===== src/rtl/ir_nec_rx_pkg.sv =====
// Shared types and NEC timing constants for the IR receiver.
// us_to_ticks turns a nominal microsecond interval into inclusive tick bounds.
package ir_pkg;

  typedef enum logic [1:0] {
    ST_IDLE = 2'd0,
    ST_SYNC = 2'd1,
    ST_DATA = 2'd2
  } state_t;

  localparam int LEAD_US = 13500;
  localparam int RPT_US  = 11250;
  localparam int ONE_US  = 2250;
  localparam int ZERO_US = 1125;

  typedef struct packed {
    logic [15:0] lo;
    logic [15:0] hi;
  } tick_bounds_t;

  function automatic tick_bounds_t us_to_ticks(input int us, input int tol_pct,
                                               input int tick_us);
    tick_bounds_t b;
    b.lo = 16'((us * (100 - tol_pct)) / (100 * tick_us));
    b.hi = 16'((us * (100 + tol_pct)) / (100 * tick_us));
    return b;
  endfunction

endpackage


===== src/rtl/ir_nec_rx_tick_gen.sv =====
// Free-running prescaler: one-clk tick every CLK_HZ*TICK_US/1e6 clocks.
module ir_tick_gen #(
  parameter int CLK_HZ  = 25_000_000,
  parameter int TICK_US = 10
) (
  input  logic clk,
  input  logic rst,
  output logic tick
);

  localparam longint DIV_RAW = (longint'(CLK_HZ) * longint'(TICK_US)) / 1000000;
  localparam int DIV = (DIV_RAW < 1) ? 1 : int'(DIV_RAW);
  localparam int CW = (DIV > 1) ? $clog2(DIV) : 1;
  localparam logic [CW-1:0] LAST = CW'(DIV - 1);

  logic [CW-1:0] cnt;
  logic wrap;

  assign wrap = (cnt == LAST);

  always_ff @(posedge clk or posedge rst) begin
    if (rst) begin
      cnt  <= '0;
      tick <= 1'b0;
    end else begin
      tick <= wrap;
      cnt  <= wrap ? '0 : cnt + 1'b1;
    end
  end

endmodule


===== src/rtl/ir_nec_rx.sv =====
// NEC IR frame receiver: measures falling-edge intervals, decodes leader/data/repeat,
// validates complement bytes and hands address/command to the host via valid/ack.
module ir_nec_rx
  import ir_pkg::*;
#(
  parameter int CLK_HZ     = 25_000_000,
  parameter int TICK_US    = 10,
  parameter int TOL_PCT    = 10,
  parameter int TIMEOUT_US = 15000,
  parameter int EXT_ADDR   = 0
) (
  input  logic        clk,
  input  logic        rst,
  input  logic        enable,
  input  logic        ir_n,
  input  logic        ack,
  output logic        valid,
  output logic [15:0] addr,
  output logic [7:0]  cmd,
  output logic        overrun,
  output logic        rpt_stb,
  output logic        err_stb
);

  localparam tick_bounds_t LEAD_B = us_to_ticks(LEAD_US, TOL_PCT, TICK_US);
  localparam tick_bounds_t RPT_B  = us_to_ticks(RPT_US, TOL_PCT, TICK_US);
  localparam tick_bounds_t ONE_B  = us_to_ticks(ONE_US, TOL_PCT, TICK_US);
  localparam tick_bounds_t ZERO_B = us_to_ticks(ZERO_US, TOL_PCT, TICK_US);
  localparam logic [15:0] TIMEOUT_TICKS = 16'(TIMEOUT_US / TICK_US);

  function automatic logic in_win(input logic [15:0] v, input tick_bounds_t b);
    return (v >= b.lo) && (v <= b.hi);
  endfunction

  logic        tick;
  logic        ir_s1, ir_s2, ir_d, fall;
  logic [15:0] cnt;
  state_t      state;
  logic [30:0] shift;
  logic [4:0]  bit_cnt;
  logic        good_seen;

  logic        is_lead, is_rpt, is_one, is_zero, timed_out, word_ok;
  logic [31:0] word;
  logic [15:0] addr_next;

  ir_tick_gen #(
    .CLK_HZ (CLK_HZ),
    .TICK_US(TICK_US)
  ) u_tick (
    .clk (clk),
    .rst (rst),
    .tick(tick)
  );

  // Two-flop synchroniser, then a registered falling-edge pulse.
  always_ff @(posedge clk or posedge rst) begin
    if (rst) begin
      ir_s1 <= 1'b1;
      ir_s2 <= 1'b1;
      ir_d  <= 1'b1;
      fall  <= 1'b0;
    end else begin
      ir_s1 <= ir_n;
      ir_s2 <= ir_s1;
      ir_d  <= ir_s2;
      fall  <= ir_d & ~ir_s2;
    end
  end

  always_ff @(posedge clk or posedge rst) begin
    if (rst) begin
      cnt <= '0;
    end else if (!enable || fall) begin
      cnt <= '0;
    end else if (tick && (cnt != 16'hFFFF)) begin
      cnt <= cnt + 16'd1;
    end
  end

  // LEAD and RPT windows overlap at default tolerance; LEAD wins in SYNC.
  assign is_lead   = in_win(cnt, LEAD_B);
  assign is_rpt    = in_win(cnt, RPT_B);
  assign is_one    = in_win(cnt, ONE_B);
  assign is_zero   = in_win(cnt, ZERO_B);
  assign timed_out = (cnt >= TIMEOUT_TICKS);

  assign word      = {is_one, shift};
  assign word_ok   = (word[31:24] == ~word[23:16]) &&
                     ((EXT_ADDR != 0) || (word[15:8] == ~word[7:0]));
  assign addr_next = (EXT_ADDR != 0) ? word[15:0] : {8'h00, word[7:0]};

  always_ff @(posedge clk or posedge rst) begin
    if (rst) begin
      state     <= ST_IDLE;
      shift     <= '0;
      bit_cnt   <= '0;
      good_seen <= 1'b0;
      valid     <= 1'b0;
      addr      <= '0;
      cmd       <= '0;
      overrun   <= 1'b0;
      rpt_stb   <= 1'b0;
      err_stb   <= 1'b0;
    end else begin
      rpt_stb <= 1'b0;
      err_stb <= 1'b0;
      if (ack) begin
        valid   <= 1'b0;
        overrun <= 1'b0;
      end
      if (!enable) begin
        state     <= ST_IDLE;
        bit_cnt   <= '0;
        good_seen <= 1'b0;
      end else begin
        case (state)
          ST_IDLE: begin
            if (fall) state <= ST_SYNC;
          end
          ST_SYNC: begin
            if (fall) begin
              if (is_lead) begin
                shift   <= '0;
                bit_cnt <= '0;
                state   <= ST_DATA;
              end else if (is_rpt && good_seen) begin
                rpt_stb <= 1'b1;
              end
            end else if (timed_out) begin
              state <= ST_IDLE;
            end
          end
          ST_DATA: begin
            if (fall) begin
              if (is_one || is_zero) begin
                shift   <= word[31:1];
                bit_cnt <= bit_cnt + 5'd1;
                if (bit_cnt == 5'd31) begin
                  state <= ST_SYNC;
                  if (word_ok) begin
                    good_seen <= 1'b1;
                    // A held frame not being acknowledged this cycle is kept.
                    if (valid && !ack) begin
                      overrun <= 1'b1;
                    end else begin
                      addr  <= addr_next;
                      cmd   <= word[23:16];
                      valid <= 1'b1;
                    end
                  end else begin
                    err_stb <= 1'b1;
                  end
                end
              end else begin
                err_stb <= 1'b1;
                state   <= ST_SYNC;
              end
            end else if (timed_out) begin
              err_stb <= 1'b1;
              state   <= ST_IDLE;
            end
          end
          default: state <= ST_IDLE;
        endcase
      end
    end
  end

endmodule

===== config.mk =====
export PLATFORM = sky130hd
export DESIGN_NAME = ir_nec_rx
export DESIGN_NICKNAME = d
export VERILOG_FILES = /design/src/rtl/ir_nec_rx_pkg.sv /design/src/rtl/ir_nec_rx_tick_gen.sv /design/src/rtl/ir_nec_rx.sv
export SDC_FILE = /design/constraint.sdc
export NUM_CORES = 1
export LEC_CHECK = 0
export BUFFER_PORTS_ARGS = -buffer_cell sky130_fd_sc_hd__buf_2
export CAP_MARGIN = 5
export CORE_MARGIN = 5
export CORE_UTILIZATION = 30
export CTS_CLUSTER_DIAMETER = 80
export DETAILED_ROUTE_END_ITERATION = 12
export GPL_ROUTABILITY_DRIVEN = 0
export GPL_TIMING_DRIVEN = 0
export HOLD_SLACK_MARGIN = 0.02
export PLACE_DENSITY = 0.51
export SYNTH_ARGS = -nofsm -noshare
export SYNTH_HDL_FRONTEND = slang
export SYNTH_SLANG_ARGS = --single-unit

===== constraint.sdc =====
create_clock -name clk -period 5.9 [get_ports clk]
set_input_delay 1.18 -clock clk [delete_from_list [all_inputs] [get_ports clk]]
set_output_delay 1.18 -clock clk [all_outputs]
set_load 0.01 [all_outputs]

==> After elaboration in Yosys (flattened, before gate mapping) <==
Index checks and enable logic that the tools add are counted.
{ "totals": {"word_cells": 135, "ff_bits": 88, "inputBits": 5, "output_inout_bits": 28} }
{ "classes": {"n_lt_le_gt_ge": 9, "n_addsub": 3, "n_mux": 57, "eq_ne": 24, "bitwise": 5, "n_reduce_logical": 20} }
{ "ops": {"columns": ["op", "n"], "rows": [
  ["$mux W31", 4],
  ["$pmux W31 S2", 1],
  ["$mux W1", 34],
  ["$ge A16 B11 Y1 const B", 2],
  ["$le A16 B11 Y1 const B", 2],
  ["$mux W16", 2],
  ["$mux W5", 5],
  ["$add A16 B1 Y16 const B", 1],
  ["$eq A8 B8 Y1", 2],
  ["$ge A16 B10 Y1 const B", 1],
  ["$ge A16 B7 Y1 const B", 1],
  ["$ge A16 B8 Y1 const B", 1],
  ["$le A16 B7 Y1 const B", 1],
  ["$le A16 B8 Y1 const B", 1],
  ["$mux W2", 8],
  ["$ne A16 B16 Y1 const B", 1],
  ["$not A8 Y8", 2],
  ["$ne A3 B3 Y1 const B", 5],
  ["$ne A2 B1 Y1 const B", 5],
  ["$pmux W5 S2", 1],
  ["$reduce_and A5 Y1", 2],
  ["$add A8 B1 Y8 const B", 1],
  ["$eq A8 B8 Y1 const B", 1],
  ["$logic_and A1 B1 Y1", 8],
  ["19 further kinds", 26]
]} }

==> Longest topological paths before layout <==
{ "logic_depth": {"ltp_word": 10, "mapped_depth": 9, "depth_no_buf": 8} }

==> Cells and area by module <==
Synthesis repeated with hierarchy kept, for this count alone.
{ "unflattened": {"cells_unflattened": 393, "hier_area_um2": 4254.1} }
{ "by_module_without_submodules": {"columns": ["mod", "instances", "cells_each", "area_each_um2", "seq_area_each_um2"], "rows": [
  ["ir_nec_rx", 1, 350, 3831.2, 1980.6],
  ["ir_tick_gen", 1, 43, 422.9, 225.2]
]} }

==> Worst setup path before layout <==
Ideal clock, no wire load.
{ "synth_path": {"path_type": "register to register", "from": "reg cnt[3]", "to": "reg addr[0]", "required_time_ps": 5775, "n_path_buf": 2, "stages_incl_launch_ff": 9, "synth_period_minus_slack_ps": 2545, "setup_time_ps": 125, "slack_ps": 3355, "t_arrival_ps": 2420, "path_cell_list": "dfrtp_1 buf_6 and3_4 a211o_1 or3_4 a2111oi_4 nand3_4 buf_6 mux2_4"} }
{ "synth_between": {"elab_chain_len": 5, "word_cells_on_any_way": 10, "cone_classes": "order compare (4); eq/ne (1); reduce/logical (5)"} }
{ "synth_lines": {"columns": ["element", "line_no", "rtl"], "rows": [
  ["start, declared", "ir_nec_rx.sv:37", "logic [15:0] cnt;"],
  ["start signal, assigned", "ir_nec_rx.sv:77", "cnt <= cnt + 16'd1;"],
  ["$ge A16 B8 Y1 / $le A16 B8 Y1 (equally long branches)", "ir_nec_rx.sv:32", "return (v >= b.lo) && (v <= b.hi);"],
  ["$logic_and A1 B1 Y1", "ir_nec_rx.sv:32", null],
  ["$eq A8 B8 Y1", "ir_nec_rx.sv:89", "assign word_ok = (word[31:24] == ~word[23:16]) &&"],
  ["$logic_and A1 B1 Y1", "ir_nec_rx.sv:89", null],
  ["$reduce_and A7 Y1 (no source line) (*)", null, null],
  ["end signal, assigned", "ir_nec_rx.sv:147", "addr <= addr_next;"],
  ["end, declared", "ir_nec_rx.sv:18", "output logic [15:0] addr,"]
]} }
Every way passes the cells marked *; elsewhere a longest branch is shown, timed or not.
A chain may end at the register's enable or synchronous reset.

==> Final worst setup path <==
{ "layout_path": {"from": "reg cnt[9]", "to": "reg addr[1]"} }
Same word-level chain as after synthesis.

==> impl_metrics.ini <==
[outcome]
status = completed

[layout]
fillCellCount = 1470
fin_cells = 677
area_growth_pct = 15.4
layout.nets = 501
num_antenna_cells = 0
layout-drive-gt1-share_pct = 16.8

[routing]
detail_route.vias_per_cell = 4.70
dr.pass1.iters = 4
avgRoutedWirePerCell_um = 13.5
drt-initial-drc-count = 151
num_vias = 3179
wl_um = 9130
ant_nets = 0
drc = 0

[die]
core.rowCount = 44
die_w_um = 133
core-area_mm2 = 0.0146
initial_utilization_pct = 30.9
io_pins = 33
die_area_mm2 = 0.0176
die_y_um = 133

[setup_path]
max_stage_delay_ps = 550
rrSetupSlack_ps = 3020
worstSetupEndpointType = register
reg2reg_from = cnt[9]
reg2regPathDepth = 8
worst_setup_path_start_kind = register
cp_data_required_time_ps = 6130
cp_max_fo = 10
r2r_end = addr[1]
cp.arrival_ps = 3110
cp_top_family = simple AND/OR/NAND/NOR gates
cp.buffers_inverters = 2
path_class = register to register
crit_slowest_cell = a2111oi_4
crit_chain = buf_2 -> nor4_1 -> nand2_1 -> or3_4 -> a2111oi_4 -> nand3_4 -> buf_6 -> mux2_4

[synthesis]
ys_async_sr_fraction_pct = 100
synth.most_common_cell = dfrtp_1
synth_seq_cells = 88
synth_top_cell_area_share_pct = 47.0
synth-edff-count = 0
synth_area_leaders = dfrtp_1, mux2i_1, nand2_1, xor2_1, mux2_4
syn_area_mm2 = 0.00452
synth_common_cells = dfrtp_1, nand2_1, inv_1
synthFlopType = dfrtp_1
synth_area_per_cell_um2 = 10.2
synth_area_leader_cell = dfrtp_1
synthCells = 445
ys_warn_count = 0
synth.distinct_cells = 55
ys_seq_area_share_pct = 48.8

[sta]
final.min_clock_period_ps = 2880
worst_clock_skew_ps = 10.5
slew_headroom_pct = 28.3
holdWs_ps = 355
min_period_over_period_pct = 48.8
tightest_slew_ps = 1060
rsz0062_at_grt = false
fmax_ghz = 0.347
final-hold-violation-count = 0
setup_viol = 0
setup-tns-final_ps = 0
slew_viol_final = 0

[hold_path]
hp-start = ir_s1
min_to = ir_s2
hold_path_class = register to register
hold_depth = 0

[grt]
grt_max_degree = 62
grt_pass1_vias = 3121
grt_pass1_wl_um = 15600
antenna_found_initial = 0
grtUsageTotal_pct = 10.8
grt-ovfl-total = 0

[clock_tree]
cts_tree = built
postCtsHoldBufs = 0
post_cts_buffers = 0
cts_sinks = 88
clk-insertion-delay-late_ps = 340
clk_pin_slew_ps = 60
cts_buffers = 9
cts-root-buf = clkbuf_16
cts_resized = 0
h-tree-depth = 3
max-clock-path-buffers = 2

[power]
power_density_mw_per_mm2 = 231
p_leak_nw = 2.36
ir_worst_vdd_v = 0.000102

[placed_design]
hpwlAfterDp_um = 6540
port_buffers = 24
dp.cells = 661

[job]
cap_violations = 0
## how the worst max path moves through the flow
stage	end	slack, ps	cells past startpoint	startpoint
final	addr[1]	3020	8	cnt[9]
after detailed placement	addr[1]	3020	8	cnt[9]
after CTS	addr[1]	3010	8	cnt[9]
after global placement	addr[0]	1270	2	rst
after global routing	addr[1]	2860	8	cnt[8]
after floorplan	addr[0]	2450	1	rst
## routing by layer
layer  share of wire [%]  up-vias  GRT usage (%)
met5                   0        -              0
met4                 2.5        0           5.08
met3                 3.2       18           2.51
met2                  42       58           15.3
met1                  52     1536           15.6
li1                    -     1567              -
## flip-flops by register name, indices dropped and copies added, names as in the netlist, 2 cells and up
| signal | flops |
|---|---|
| cnt | 16 |
| cmd | 8 |
| state | 2 |
| addr | 8 |
| u_tick.cnt | 8 |
| shift | 31 |
| bit_cnt | 5 |
## placed cells by master (no fill, tap or decap), types with 11 or more instances in the layout
master / synthesis / final
o21ai_0: 11 / 11
dfrtp_1: 85 / 85
mux2i_1: 28 / 28
xor2_1: 21 / 21
inv_1: 37 / 36
nand3_1: 17 / 17
nor2_1: 36 / 36
xnor2_1: 13 / 13
nand2_1: 58 / 58
buf_2: 3 / 27
## kinds of logic after synthesis
logic type,Yosys count,synth area share [%]
simple gates,162,17.4
flops,88,48.8
buf+inv,62,6.55
mux,46,11.5
compound gates,44,6.94
xor+xnor,34,6.58
fa+ha+maj,8,2.21
other cells,1,0.0829
## metrics by stage
| step | total power, mW | area (um2) | utilization [%] | worst slack [ps] |
|---|---|---|---|---|
| finish | 1.21 | 5220 | 35.7 | 3020 |
| floorplan | 0.641 | 4550 | - | 2450 |
| detailed placement | 0.652 | 4930 | 33.7 | 3020 |
| global placement | 0.649 | 4900 | 33.5 | 1270 |
| CTS | 1.23 | 5220 | 35.7 | 3010 |
| global route | 1.25 | 5220 | 35.7 | 2860 |
## where the power goes
part	switching [mW]	total (mW)	internal [mW]
Sequential	0.00136	0.607	0.606
Clock	0.238	0.566	0.329
Combinational	0.0226	0.0321	0.00952
## final cells by class
cell class	instances	area, um2	share of cell area [%]
buffer	25	158	3.02
timing repair buffer	25	148	2.83
clock buffer	11	233	4.46
multi-input combinational	302	2050	39.2
sequential	88	2210	42.2
tap	184	230	4.41
inverter	37	141	2.71
clock inverter	5	57.6	1.10
(Power assumes the default switching activity.)
